===== config.mk =====
export PLATFORM = sky130hd
export DESIGN_NAME = mac_sequencer
export DESIGN_NICKNAME = d
export VERILOG_FILES = /design/src/rtl/mac_sequencer.sv
export SDC_FILE = /design/constraint.sdc
export NUM_CORES = 1
export LEC_CHECK = 0
export BUFFER_PORTS_ARGS = -buffer_cell sky130_fd_sc_hd__buf_2
export CAP_MARGIN = 40
export CORE_MARGIN = 2
export CORE_UTILIZATION = 53
export DETAILED_ROUTE_END_ITERATION = 8
export GPL_TIMING_DRIVEN = 1
export PLACE_DENSITY_LB_ADDON = 0.15
export SYNTH_ARGS = -nofsm -noshare
export SYNTH_HDL_FRONTEND = slang
export SYNTH_SLANG_ARGS = --single-unit

===== constraint.sdc =====
create_clock -name i_clk -period 12.7 [get_ports i_clk]
set_input_delay 0.635 -clock i_clk [delete_from_list [all_inputs] [get_ports i_clk]]
set_output_delay 0.635 -clock i_clk [all_outputs]
set_load 0.05 [all_outputs]

===== src/rtl/mac_sequencer.sv =====
// Layer sequencer for the 4-lane MAC stage: walks neurons and input words,
// issues flush/feed/bias commands and writes one packed result word per group.
module mac_sequencer #(
    parameter int IN_LEN      = 784,
    parameter int NUM_NEURONS = 64,
    parameter int ADDR_W      = 16
) (
    input  logic              i_clk,
    input  logic              i_rst,
    input  logic              i_start,
    input  logic              i_abort,
    input  logic              i_relu_in,
    output logic [ADDR_W-1:0] o_feat_addr,
    output logic [ADDR_W-1:0] o_wght_addr,
    output logic [ADDR_W-1:0] o_bias_addr,
    output logic              o_mac_en,
    output logic              o_mac_flush,
    output logic [3:0]        o_mac_valid,
    output logic              o_mac_bias_add,
    output logic              o_mac_relu,
    input  logic              i_mac_done,
    input  logic [25:0]       i_mac_sum,
    output logic [25:0]       o_result0,
    output logic [25:0]       o_result1,
    output logic [25:0]       o_result2,
    output logic [25:0]       o_result3,
    input  logic [31:0]       i_mac_data,
    output logic              o_out_wr_en,
    output logic [ADDR_W-1:0] o_out_wr_addr,
    output logic [31:0]       o_out_wr_data,
    output logic              o_busy,
    output logic              o_done
);

    localparam int IN_WORDS = (IN_LEN + 3) / 4;
    localparam int IN_REM   = IN_LEN % 4;
    localparam logic [3:0] LAST_MASK = (IN_REM == 0) ? 4'b1111 : 4'((1 << IN_REM) - 1);
    localparam int K_W = (IN_WORDS < 2) ? 1 : $clog2(IN_WORDS);
    localparam int N_W = (NUM_NEURONS <= 4) ? 2 : $clog2(NUM_NEURONS);
    localparam logic [K_W-1:0] K_LAST = K_W'(IN_WORDS - 1);
    localparam logic [N_W-1:0] N_LAST = N_W'(NUM_NEURONS - 1);

    typedef enum logic [3:0] {
        S_IDLE,
        S_CLR,
        S_W_CLR,
        S_FETCH,
        S_FEED,
        S_W_FEED,
        S_CAPT,
        S_BFETCH,
        S_BIAS,
        S_W_BIAS,
        S_SETTLE,
        S_WRITE,
        S_DONE
    } state_t;

    state_t           r_state;
    state_t           w_next;
    logic [K_W-1:0]   r_k;
    logic [N_W-1:0]   r_n;
    logic             r_relu;
    logic [25:0]      r_result0;
    logic [25:0]      r_result1;
    logic [25:0]      r_result2;
    logic [25:0]      r_result3;
    logic [31:0]      r_wr_data;
    logic             w_k_last;
    logic             w_n_last;
    logic [1:0]       w_slot;
    logic [N_W-1:0]   w_group;

    assign w_k_last = (r_k == K_LAST);
    assign w_n_last = (r_n == N_LAST);
    assign w_slot   = r_n[1:0];
    assign w_group  = r_n >> 2;

    always_ff @(posedge i_clk or posedge i_rst) begin
        if (i_rst) begin
            r_state <= S_IDLE;
        end else begin
            r_state <= w_next;
        end
    end

    // Abort overrides every transition; a WRITE in progress still strobes this cycle.
    always_comb begin
        w_next         = r_state;
        o_mac_en       = 1'b0;
        o_mac_flush    = 1'b0;
        o_mac_valid    = 4'b0000;
        o_mac_bias_add = 1'b0;
        o_out_wr_en    = 1'b0;
        o_done         = 1'b0;
        o_busy         = 1'b1;
        unique case (r_state)
            S_IDLE: begin
                o_busy = 1'b0;
                if (i_start) w_next = S_CLR;
            end
            S_CLR: begin
                o_mac_en    = 1'b1;
                o_mac_flush = 1'b1;
                w_next      = S_W_CLR;
            end
            S_W_CLR: begin
                if (i_mac_done) w_next = S_FETCH;
            end
            S_FETCH: begin
                w_next = S_FEED;
            end
            S_FEED: begin
                o_mac_en    = 1'b1;
                o_mac_valid = w_k_last ? LAST_MASK : 4'b1111;
                w_next      = S_W_FEED;
            end
            S_W_FEED: begin
                if (i_mac_done) w_next = w_k_last ? S_CAPT : S_FETCH;
            end
            S_CAPT: begin
                w_next = (w_slot == 2'd3 || w_n_last) ? S_BFETCH : S_CLR;
            end
            S_BFETCH: begin
                w_next = S_BIAS;
            end
            S_BIAS: begin
                o_mac_en       = 1'b1;
                o_mac_bias_add = 1'b1;
                w_next         = S_W_BIAS;
            end
            S_W_BIAS: begin
                if (i_mac_done) w_next = S_SETTLE;
            end
            S_SETTLE: begin
                w_next = S_WRITE;
            end
            S_WRITE: begin
                o_out_wr_en = 1'b1;
                w_next      = w_n_last ? S_DONE : S_CLR;
            end
            S_DONE: begin
                o_busy = 1'b0;
                o_done = 1'b1;
                w_next = S_IDLE;
            end
            default: begin
                o_busy = 1'b0;
                w_next = S_IDLE;
            end
        endcase
        if (i_abort) w_next = S_IDLE;
    end

    always_ff @(posedge i_clk or posedge i_rst) begin
        if (i_rst) begin
            r_k       <= '0;
            r_n       <= '0;
            r_relu    <= 1'b0;
            r_result0 <= '0;
            r_result1 <= '0;
            r_result2 <= '0;
            r_result3 <= '0;
            r_wr_data <= '0;
        end else begin
            case (r_state)
                S_IDLE: begin
                    if (i_start && !i_abort) begin
                        r_relu    <= i_relu_in;
                        r_k       <= '0;
                        r_n       <= '0;
                        r_result0 <= '0;
                        r_result1 <= '0;
                        r_result2 <= '0;
                        r_result3 <= '0;
                    end
                end
                S_W_CLR: begin
                    if (i_mac_done) r_k <= '0;
                end
                S_W_FEED: begin
                    if (i_mac_done && !w_k_last) r_k <= r_k + K_W'(1);
                end
                S_CAPT: begin
                    case (w_slot)
                        2'd0:    r_result0 <= i_mac_sum;
                        2'd1:    r_result1 <= i_mac_sum;
                        2'd2:    r_result2 <= i_mac_sum;
                        default: r_result3 <= i_mac_sum;
                    endcase
                    if (!(w_slot == 2'd3 || w_n_last)) r_n <= r_n + N_W'(1);
                end
                S_SETTLE: begin
                    r_wr_data <= i_mac_data;
                end
                S_WRITE: begin
                    if (!w_n_last) begin
                        r_n       <= r_n + N_W'(1);
                        r_result0 <= '0;
                        r_result1 <= '0;
                        r_result2 <= '0;
                        r_result3 <= '0;
                    end
                end
                default: begin
                end
            endcase
        end
    end

    // Address arithmetic is done at ADDR_W bits so it wraps rather than saturates.
    assign o_feat_addr   = ADDR_W'(r_k);
    assign o_wght_addr   = ADDR_W'(r_n) * ADDR_W'(IN_WORDS) + ADDR_W'(r_k);
    assign o_bias_addr   = ADDR_W'(w_group);
    assign o_out_wr_addr = ADDR_W'(w_group);
    assign o_out_wr_data = r_wr_data;
    assign o_mac_relu    = r_relu;
    assign o_result0     = r_result0;
    assign o_result1     = r_result1;
    assign o_result2     = r_result2;
    assign o_result3     = r_result3;

endmodule

==> metrics.md, run 1 <==
| Metric | Value |
|---|---|
| Status | `complete, no violations` |
| Placed cells | `1111` |
| Pre-CTS WS | `8.85 ns` |
| Worst-path cell chain | `inv_1 > ha_1 > ha_1 > ha_1 > ha_1 > inv_1 > fa_1 > nand2b_1 > a21oi_1 > xor2_1 > and3_1 > and3_1 > buf_2` |
| CP required | `12.06 ns` |
| GRT Total Usage | `roughly a quarter` |
| CP peak stage delay | `between 0.5 and 0.6 ns` |
| Detailed Routing Iterations Pass 1 | `4` |
| Relative slew slack | `49.4%` |
| Post-synth top area share | `52.1%` |
| CP dominant cell by count | `ha_1` |
| Worst vdd ir | `0.0878 mV` |
| Fin Setup TNS | `0 ns` |
| Setup CP Type | `reg2out` |
| Final Max Tran Viols | `0` |
| Max_cap viols | `0` |
| Top_reg_cell synth | `dfrtp_1` |
| Final critical-path required period | `4.30 ns` |
| GP Congestion | `around 0.8` |
| Die Y | `123 µm` |
| CP delay by family, top | `adder cells` |
| Number of buffer and inverter stages on the critical path | `3` |
| Worst Path Max Fanout | `11` |
| Pin count of the biggest net entering global routing | `65` |
| Routed wire length per instance | `16.0 µm` |
| Clock Skew | `0.00646 ns` |
| Arr. time, crit path | `3.66 ns` |
| Initial core utilization | `53.9%` |
| Post-synthesis cell type count | `between 50 and 60` |
| CP endpoint kind | `output pin` |
| Startpoint Class | `register` |
| Setup violators final | `0` |
| Post-DR vias/cell | `5.20` |
| GR Overflow Total | `0` |
| Share of cells above drive strength 1 | `34.5%` |
| CTS tree | `built` |
| Hold Path Class | `in2async` |
| Nets | `1049` |
| Die Wd | `123 µm` |
| Num rows | `between 40 and 50` |
| Unrepaired setup endpoints after global routing | `false` |
| Pwr Total | `0.00141 W` |
| Final cell count without fillers | `1143` |
| Clock root cell | `clkbuf_16` |
| Number of flops mapped to enable cells by yosys | `0` |
| Slew @ Worst Pin | `around 0.76 ns` |
| Htree depth | `4` |
| Total leakage power | `between 5 and 6 nW` |
| Post-CTS Resized | `0` |
| Core area | `13800 µm²` |
| Period utilisation layout | `33.8%` |
| Syn Area/Cell | `10.2 µm²` |
| Setup Buffers After CTS | `0` |
| First-pass GRT wire length | `28800 µm` |
| Pwr dens | `152 nW/µm²` |
| Hold Vio Cnt, Final | `0` |
| Mapped Area | `~7400 µm²` |
| Initial antenna violation count | `0` |
| Post-synthesis sequential area ratio | `52.1%` |
| Vias in the first global route | `5491` |
| Drt initial violations | `277` |
| Final WL | `18300 µm` |
| Hold buffer count at CTS | `0` |
| Ant diodes | `0` |
| Clk_lat worst skew | `0.42 ns` |
| Cells after synthesis | `731` |
| Ranking of synthesized cells by area | `dfrtp_1, nand2_1, ha_1, buf_4, o21ai_0` |
| Most frequent cell after synthesis | `dfrtp_1` |
| PortBufs | `approximately 240` |
| Flop and latch count out of synthesis | `155` |
| TritonCTS buffer count | `17` |
| Post-DP HPWL | `around 13000 µm` |
| Worst-path clk slew | `0.06 ns` |
| Max clock buf depth | `2` |
| DRC Markers | `0` |
| FFs w/ async S/R, synth | `between 90% and 100%` |
| PnR worst setup slack | `roughly 8.4 ns` |
| IO Count | `275` |
| Post-route core utilization | `67.1%` |
| YS warnings | `0` |
| Die area | `around 15000 µm²` |
| Antenna Nets Post-Route | `0` |
| Worst path slowest cell | `dfrtp_1` |
| Post-synth top area cell | `dfrtp_1` |
| Post-synth top cells | `dfrtp_1, nand2_1, o21ai_0, buf_4, o21ai_1` |
| Vias | `5944` |
| Highest clock rate | `around 230 MHz` |
| Layout area overhead | `24.6%` |
| Clock Sinks | `155` |
==> flip-flops by register name, summed over array words and instances, names as in the netlist <==
| name | count |
|---|---|
| o_out_wr_data | 32 |
| o_result0 | 26 |
| o_result1 | 26 |
| o_result2 | 26 |
| o_result3 | 26 |
| r_k | 8 |
| r_n | 6 |
| r_state | 4 |
| o_mac_relu | 1 |
==> per-stage QoR <==
step	hold slack (ns)	instance area, µm²
floorplan	0.604	7570
global placement	0.456	8590
detailed placement	0.465	8630
CTS	0.190	9280
global route	0.204	9280
finish	0.185	9280
==> final timing paths <==
path                       slack, ns                 to           from  cells past startpoint
max                             8.40    o_wght_addr[14]         r_n[0]                     13
min                             0.19  o_out_wr_data[28]          i_rst                      2
max reg2reg                     9.94      o_result0[24]         r_n[0]                      7
min reg2reg                     0.47      o_result3[19]  o_result3[19]                      2
max in group asynchronous      11.43  o_out_wr_data[31]          i_rst                      3
min in group i_clk              0.43         o_mac_relu      i_relu_in                      2
==> worst register-to-register path, stage by stage, from the launching register on <==
cell and delay, ns:
dfrtp_1 0.51, ha_1 0.34, nand3_1 0.18, nor4bb_2 0.47
buf_4 0.25, o221ai_4 0.11, buf_4 0.33, o21ai_0 0.43
==> layout make-up <==
cell class	instances	area [µm²]
sequential	155	3880
clock inverter	13	213
clock buffer	19	443
fill	1129	4540
timing repair buffer	250	1290
multi-input combinational	511	3170
inverter	15	61.3
tap	180	225
==> cell usage in the layout (no fill, tap or decap), types with 7 or more instances in the layout <==
master     netlist  routed
mux2_2          32      32
ha_1            33      33
xnor2_1          8       8
o21ai_1         41      41
o21ai_0         73      73
nand2_1        149     149
nand2b_1         8       8
buf_4           49       8
buf_2           24     241
nor2_1          23      21
inv_1           14      13
a21oi_1         22      22
dfrtp_1        155     155
o21a_1           7       7
clkbuf_16        0      17
conb_1           1      33
xor2_1           9       9
==> logic make-up (layout without fill, tap and decap cells) <==
logic type                 after synthesis  in the layout  share of synthesized area, %
and+or+nand+nor                        213            213                          12.3
AOI/OAI and AO/OA                      180            180                          14.7
DFF                                    155            155                          52.1
buffers and inverters                   97            297                          7.76
adders and majority gates               35             35                          6.08
muxes                                   33             33                          4.99
xor gates and xnor gates                17             17                          2.00
other                                    1             33                        0.0503
==> power by group <==
group	switching [W]	internal (W)	leakage (nW)	total, W
logic	0.000257	0.0000699	2.56	0.000327
registers	0.0000187	0.000506	2.16	0.000525
clock network	0.000205	0.000356	0.311	0.000561
==> routing by layer <==
layer / global-route usage [%] / wire (µm) / vias up
met5: 0 / 0 / -
met4: 7.33 / 238 / 0
met3: 4.93 / 1080 / 19
met2: 41.3 / 9190 / 188
met1: 32.5 / 7830 / 2859
li1: - / - / 2878
No activity file was read; power rests on OpenSTA's default activity.
==> run 2: changes to the inputs <==
CORE_UTILIZATION = 50   (was 53)
clock period = 4.4 ns   (was 12.7 ns; I/O delays follow)
==> run 2 against run 1 <==
Final area down 0.66%; non-clock buffer count up 3; critical path depth unchanged; via count down 0.29%; routed wire length down 2.0%; highest routed layer unchanged; largest power group is now registers; critical endpoint unchanged; die area up 5.8%; setup slack worse by 7.9 ns; count of clock-buffer cells in the layout up 1; first-iteration DRC count up 4.7%; global-route usage down 1.9 points; hold slack worse by 0.16 ns; sequential share of layout area up 0.28 points.
==> metrics.md, run 2 (synthesis results as in run 1) <==
| Metric | Value |
|---|---|
| Worst vdd ir | `0.276 mV (+210%)` |
| Share of cells above drive strength 1 | `34.4% (-0.071 points)` |
| Num rows | `44 (+2.3%)` |
| DRC Markers | `0 (unchanged)` |
| Worst hold margin | `0.0216 ns (-0.164 ns)` |
| Drt initial violations | `290 (+4.7%)` |
| Worst-path cell chain | `inv_1 > ha_1 > ha_1 > ha_1 > ha_1 > inv_1 > fa_1 > nand2b_1 > a21oi_1 > xor2_1 > and3_1 > and3_1 > buf_2` |
| Most frequent cells in the layout | `buf_2, dfrtp_1, nand2_1` |
| First-pass GRT wire length | `29300 µm (+1.7%)` |
| GRT Total Usage | `22.8% (-1.9 points)` |
| Setup crit start | `r_n[0]` |
| Clock Sinks | `155 (unchanged)` |
| Worst Path Max Fanout | `11 (unchanged)` |
| Hold Path Class | `in2reg` |
| Die area | `15900 µm² (+5.8%)` |
| Layout area overhead | `23.8%` |
| Hold Vio Cnt, Final | `0 (unchanged)` |
| Clk_lat worst skew | `0.41 ns (about the same)` |
| Total leakage power | `5.00 nW (-0.60%)` |
| Initial core utilization | `51.2% (-2.6 points)` |
| Unrepaired setup endpoints after global routing | `false` |
| Critical path depth in cells | `13 (unchanged)` |
| CP endpoint kind | `output pin` |
| NetSw | `0.00136 W (+180%)` |
| Number of buffer and inverter stages on the critical path | `3 (unchanged)` |
| Final cell count without fillers | `1149 (+0.52%)` |
| CP endpoint | `o_wght_addr[14]` |
| Worst-path clk slew | `0.06 ns (about the same)` |
| Pwr dens | `419 nW/µm² (+180%)` |
| Post-DP HPWL | `13300 µm (+3.6%)` |
| Vias | `5927 (-0.29%)` |
| CP dominant cell by count | `ha_1` |
| Post-DR vias/cell | `5.16 (-0.81%)` |
| Worst path slowest cell | `dfrtp_1` |
| Die Wd | `126 µm (+2.9%)` |
| Max clock buf depth | `2 (unchanged)` |
| Final Max Tran Viols | `0 (unchanged)` |
| CP required | `4.18 ns (-7.88 ns)` |
| Relative slew slack | `49.1% (-0.26 points)` |
| Detailed Routing Iterations Pass 1 | `4 (unchanged)` |
| Period utilisation layout | `87.8%` |
| Hold buffer count at CTS | `1 (+1)` |
| Commonest non-fill, non-tap cell in the layout | `buf_2` |
| Max reg flops | `32 (unchanged)` |
| Final WL | `18000 µm (-2.0%)` |
| Post-CTS Resized | `0 (unchanged)` |
| Initial antenna violation count | `0 (unchanged)` |
| Placed cell area | `8670 µm² (+0.46%)` |
| GP Congestion | `0.784 (-2.2%)` |
| Clock root cell | `clkbuf_16` |
| Clock Skew | `0.00904 ns (+0.00258 ns)` |
| Setup Buffers After CTS | `0 (unchanged)` |
| CP delay by family, top | `adder cells` |
| Highest clock rate | `between 200 and 300 MHz` |
| GR Overflow Total | `0 (unchanged)` |
| Vias in the first global route | `5669 (+3.2%)` |
| Ant diodes | `0 (unchanged)` |
| Pin count of the biggest net entering global routing | `78 (+20%)` |
| Reg2reg end | `o_result1[14]` |
| Nets | `1052 (+0.29%)` |
| P_int | `0.00250 W (+170%)` |
| Slew @ Worst Pin | `0.763 ns (+0.00388 ns)` |
| Part of the power in registers | `39.2% (+2.1 points)` |
| Combinational Power Share | `26.0% (+2.9 points)` |
| Fin Setup TNS | `0 ns (unchanged)` |
| Antenna Nets Post-Route | `0 (unchanged)` |
| CTS tree | `built` |
| Clk pwr share | `34.8% (-4.9 points)` |
| Core area | `14500 µm² (+5.1%)` |
| Final critical-path required period | `3.86 ns` |
| Routed wire length per instance | `15.6 µm (-2.5%)` |
| Placed cells | `1117 (+0.54%)` |
| Max_cap viols | `0 (unchanged)` |
| Net Sw Frac | `35.3% (+1.2 points)` |
| Pwr Total | `0.00386 W (+170%)` |
| Startpoint Class | `register` |
| Status | `complete, no violations` |
| Design Area, Final | `9220 µm² (-0.66%)` |
| Htree depth | `4 (unchanged)` |
| TritonCTS buffer count | `17 (unchanged)` |
| R2R Setup Slk | `1.60 ns (-8.34 ns)` |
| Arr. time, crit path | `3.64 ns (-0.02 ns)` |
| Setup CP Type | `reg2out` |
| PortBufs | `241 (unchanged)` |
| R2R depth | `7 (unchanged)` |
| Setup violators final | `0 (unchanged)` |
| Die Y | `126 µm (+2.9%)` |
| IO Count | `275 (unchanged)` |
| Worst r2r src | `r_n[0]` |
| CP peak stage delay | `0.56 ns (about the same)` |
## run 2: routing by layer
layer  GRT usage (%)  routed length (µm)  part of all wire [%]
met1            30.6                7910                    44
met2            38.1                8820                    49
met4            6.46                 212                   1.2
met3            4.04                1040                   5.8
met5               0                   0                     0
## run 2: layout make-up
type                            instances  area [µm²]
Tap cell                              184         230
Inverter                               15        61.3
Fill cell                            1260        5310
Multi-Input combinational cell        511        3170
Clock buffer                           20         447
Clock inverter                         11        97.6
Timing Repair Buffer                  253        1340
Sequential cell                       155        3880
## run 2: power by group through the flow
| stage | clock [W] | combinational, W | sequential (W) |
|---|---|---|---|
| after floorplan | 0 | 0.000680 | 0.00161 |
| after global placement | 0 | 0.000948 | 0.00154 |
| after detailed placement | 0 | 0.00101 | 0.00154 |
| final | 0.00134 | 0.00101 | 0.00151 |
| after global routing | 0.00143 | 0.00110 | 0.00152 |
| after CTS | 0.00137 | 0.00101 | 0.00151 |
## run 2: worst min-delay path by stage
stage	startpoint	end	slack, ns	cells past startpoint
6_report	i_relu_in	o_mac_relu	0.02	2
4_1_cts	i_relu_in	o_mac_relu	0.004	2
5_1_grt	i_relu_in	o_mac_relu	0.01	2
3_5_place_dp	i_rst	o_result3[5]	0.39	2
3_3_place_gp	i_rst	o_result3[5]	0.39	2
2_1_floorplan	i_abort	r_state[3]	0.29	1
## run 2: per-stage QoR
step / util (%) / setup slack (ns)
floorplan: - / 0.00185
global placement: 59.3 / 1.04
detailed placement: 59.6 / 0.977
CTS: 63.4 / 0.498
global route: 63.4 / 0.251
finish: 63.4 / 0.539
==> run 3: changes to the inputs <==
CORE_UTILIZATION = 45   (was 50)
==> run 3 against run 2 <==
Clock skew is 0.00077 ns lower; routed wire length is 0.75% higher; sequential cell count stayed put; critical path type unchanged; critical endpoint unchanged; largest cell class unchanged.
==> metrics.md, run 3 (synthesis results as in run 1) <==
| Metric | Value |
|---|---|
| Status | `complete, no violations` |
| Post-DP HPWL | `13200 µm (-1.2%)` |
| Die area | `17600 µm² (+11%)` |
| Hold Vio Cnt, Final | `0 (unchanged)` |
| Layout area overhead | `25.3%` |
| Max clock buf depth | `2 (unchanged)` |
| IO Count | `275 (unchanged)` |
| CP required | `4.18 ns (about the same)` |
| Final WL | `18100 µm (+0.75%)` |
| Worst path slowest cell | `dfrtp_1` |
| Arr. time, crit path | `3.64 ns (about the same)` |
| Setup Buffers After CTS | `0 (unchanged)` |
| PnR worst setup slack | `0.538 ns (-0.000447 ns)` |
| CTS tree | `built` |
| CP delay by family, top | `adder cells` |
| TritonCTS buffer count | `17 (unchanged)` |
| Fin Setup TNS | `0 ns (unchanged)` |
| CP endpoint kind | `output pin` |
| Final Max Tran Viols | `0 (unchanged)` |
| Startpoint Class | `register` |
| GR Overflow Total | `0 (unchanged)` |
| Commonest non-fill, non-tap cell in the layout | `buf_2` |
| Nets | `1051 (-0.095%)` |
| Routed wire length per instance | `15.3 µm (-2.3%)` |
| Post-DR vias/cell | `4.93 (-4.4%)` |
| Setup CP Type | `reg2out` |
| GP Congestion | `0.836 (+6.5%)` |
| Pin count of the biggest net entering global routing | `85 (+9.0%)` |
| Slew @ Worst Pin | `0.756 ns (-0.00737 ns)` |
| Worst Path Max Fanout | `11 (unchanged)` |
| Clock Sinks | `155 (unchanged)` |
| Vias in the first global route | `5634 (-0.62%)` |
| GRT Total Usage | `21.3% (-1.4 points)` |
| Share of cells above drive strength 1 | `34.4% (unchanged)` |
| Clock root cell | `clkbuf_16` |
| Setup violators final | `0 (unchanged)` |
| Unrepaired setup endpoints after global routing | `false` |
| First-pass GRT wire length | `29800 µm (+1.7%)` |
| Period utilisation layout | `87.8% (about the same)` |
| Total leakage power | `5.03 nW (+0.59%)` |
| Number of buffer and inverter stages on the critical path | `3 (unchanged)` |
| Ant diodes | `0 (unchanged)` |
| Antenna Nets Post-Route | `0 (unchanged)` |
| Max reg flops | `32 (unchanged)` |
| Highest clock rate | `259 MHz (about the same)` |
| Worst-path cell chain | `inv_1 > ha_1 > ha_1 > ha_1 > ha_1 > inv_1 > fa_1 > nand2b_1 > a21oi_1 > xor2_1 > and3_1 > and3_1 > buf_2` |
| Htree depth | `4 (unchanged)` |
| Core area | `16400 µm² (+13%)` |
| Pwr dens | `428 nW/µm² (+2.1%)` |
| Initial antenna violation count | `0 (unchanged)` |
| Pre-CTS WS | `0.944 ns (-0.0331 ns)` |
| Relative slew slack | `49.6% (+0.49 points)` |
| CP dominant cell by count | `ha_1` |
| Detailed Routing Iterations Pass 1 | `5 (+1)` |
| Die Y | `133 µm (+5.2%)` |
| Most frequent cells in the layout | `buf_2, dfrtp_1, nand2_1` |
| Final critical-path required period | `3.86 ns (+0.000447 ns)` |
| Clock Skew | `0.00826 ns (-0.000773 ns)` |
| Num rows | `47 (+6.8%)` |
| Hold Path Class | `in2reg` |
| PortBufs | `241 (unchanged)` |
| Max_cap viols | `0 (unchanged)` |
| Vias | `5844 (-1.4%)` |
| Drt initial violations | `346 (+19%)` |
| Clk_lat worst skew | `0.41 ns (about the same)` |
| Worst-path clk slew | `0.06 ns (about the same)` |
| Initial core utilization | `45.4% (-5.9 points)` |
| Worst vdd ir | `0.280 mV (+1.2%)` |
| CP peak stage delay | `0.56 ns (about the same)` |
| DRC Markers | `0 (unchanged)` |
| Die Wd | `133 µm (+5.2%)` |
==> run 3: worst paths after layout <==
path                                startpoint                 to  slack (ns)  cells after the start
worst max-delay path                    r_n[0]    o_wght_addr[14]        0.54                     13
worst min-delay path            i_mac_data[14]  o_out_wr_data[14]        0.03                      2
worst min register to register   o_result1[11]      o_result1[11]        0.47                      2
max in group asynchronous                i_rst      o_result1[23]        2.88                      4
worst max register to register          r_n[0]         o_mac_relu        1.84                      7
min in group asynchronous                i_rst       o_result3[5]        0.51                      3
==> run 3: layer usage <==
metal	share of wire [%]	vias to the layer above	GRT usage (%)
li1	-	2885	-
met1	47	2780	30.0
met2	47	173	33.7
met3	5.4	6	4.83
met4	0.63	0	5.26
met5	0	-	0
==> run 3: report_power, final <==
group          switching, W  leakage, nW  internal [W]  total, W
sequential        0.0000546         2.16       0.00146   0.00152
combinational      0.000739         2.57      0.000201  0.000941
clock              0.000590        0.304      0.000949   0.00154
total               0.00138         5.03       0.00261   0.00399
==> run 3: repair_timing <==
item,CTS,global route
resized for setup,0,0
hold buffers,2,0
hold endpoints to repair,83,0
==> run 3: metrics by stage <==
step / util (%) / cell area, µm² / cells / hold WS, ns / total power (W)
after floorplan: - / 7570 / 763 / 0.287 / 0.00229
after global placement: 52.7 / 8650 / 1150 / 0.430 / 0.00249
after detailed placement: 52.9 / 8680 / 1151 / 0.422 / 0.00249
after CTS: 56.9 / 9330 / 1185 / 0.00806 / 0.00404
after global routing: 56.9 / 9330 / 1185 / 0.0152 / 0.00419
final: 56.9 / 9330 / 1185 / 0.0297 / 0.00399
==> run 3: cell type report <==
class	count	area, µm²
clock buffer	21	470
clock inverter	11	159
fill	1498	7080
inverter	15	61.3
multi-input combinational	511	3170
sequential	155	3880
tap	220	275
timing repair buffer	252	1310
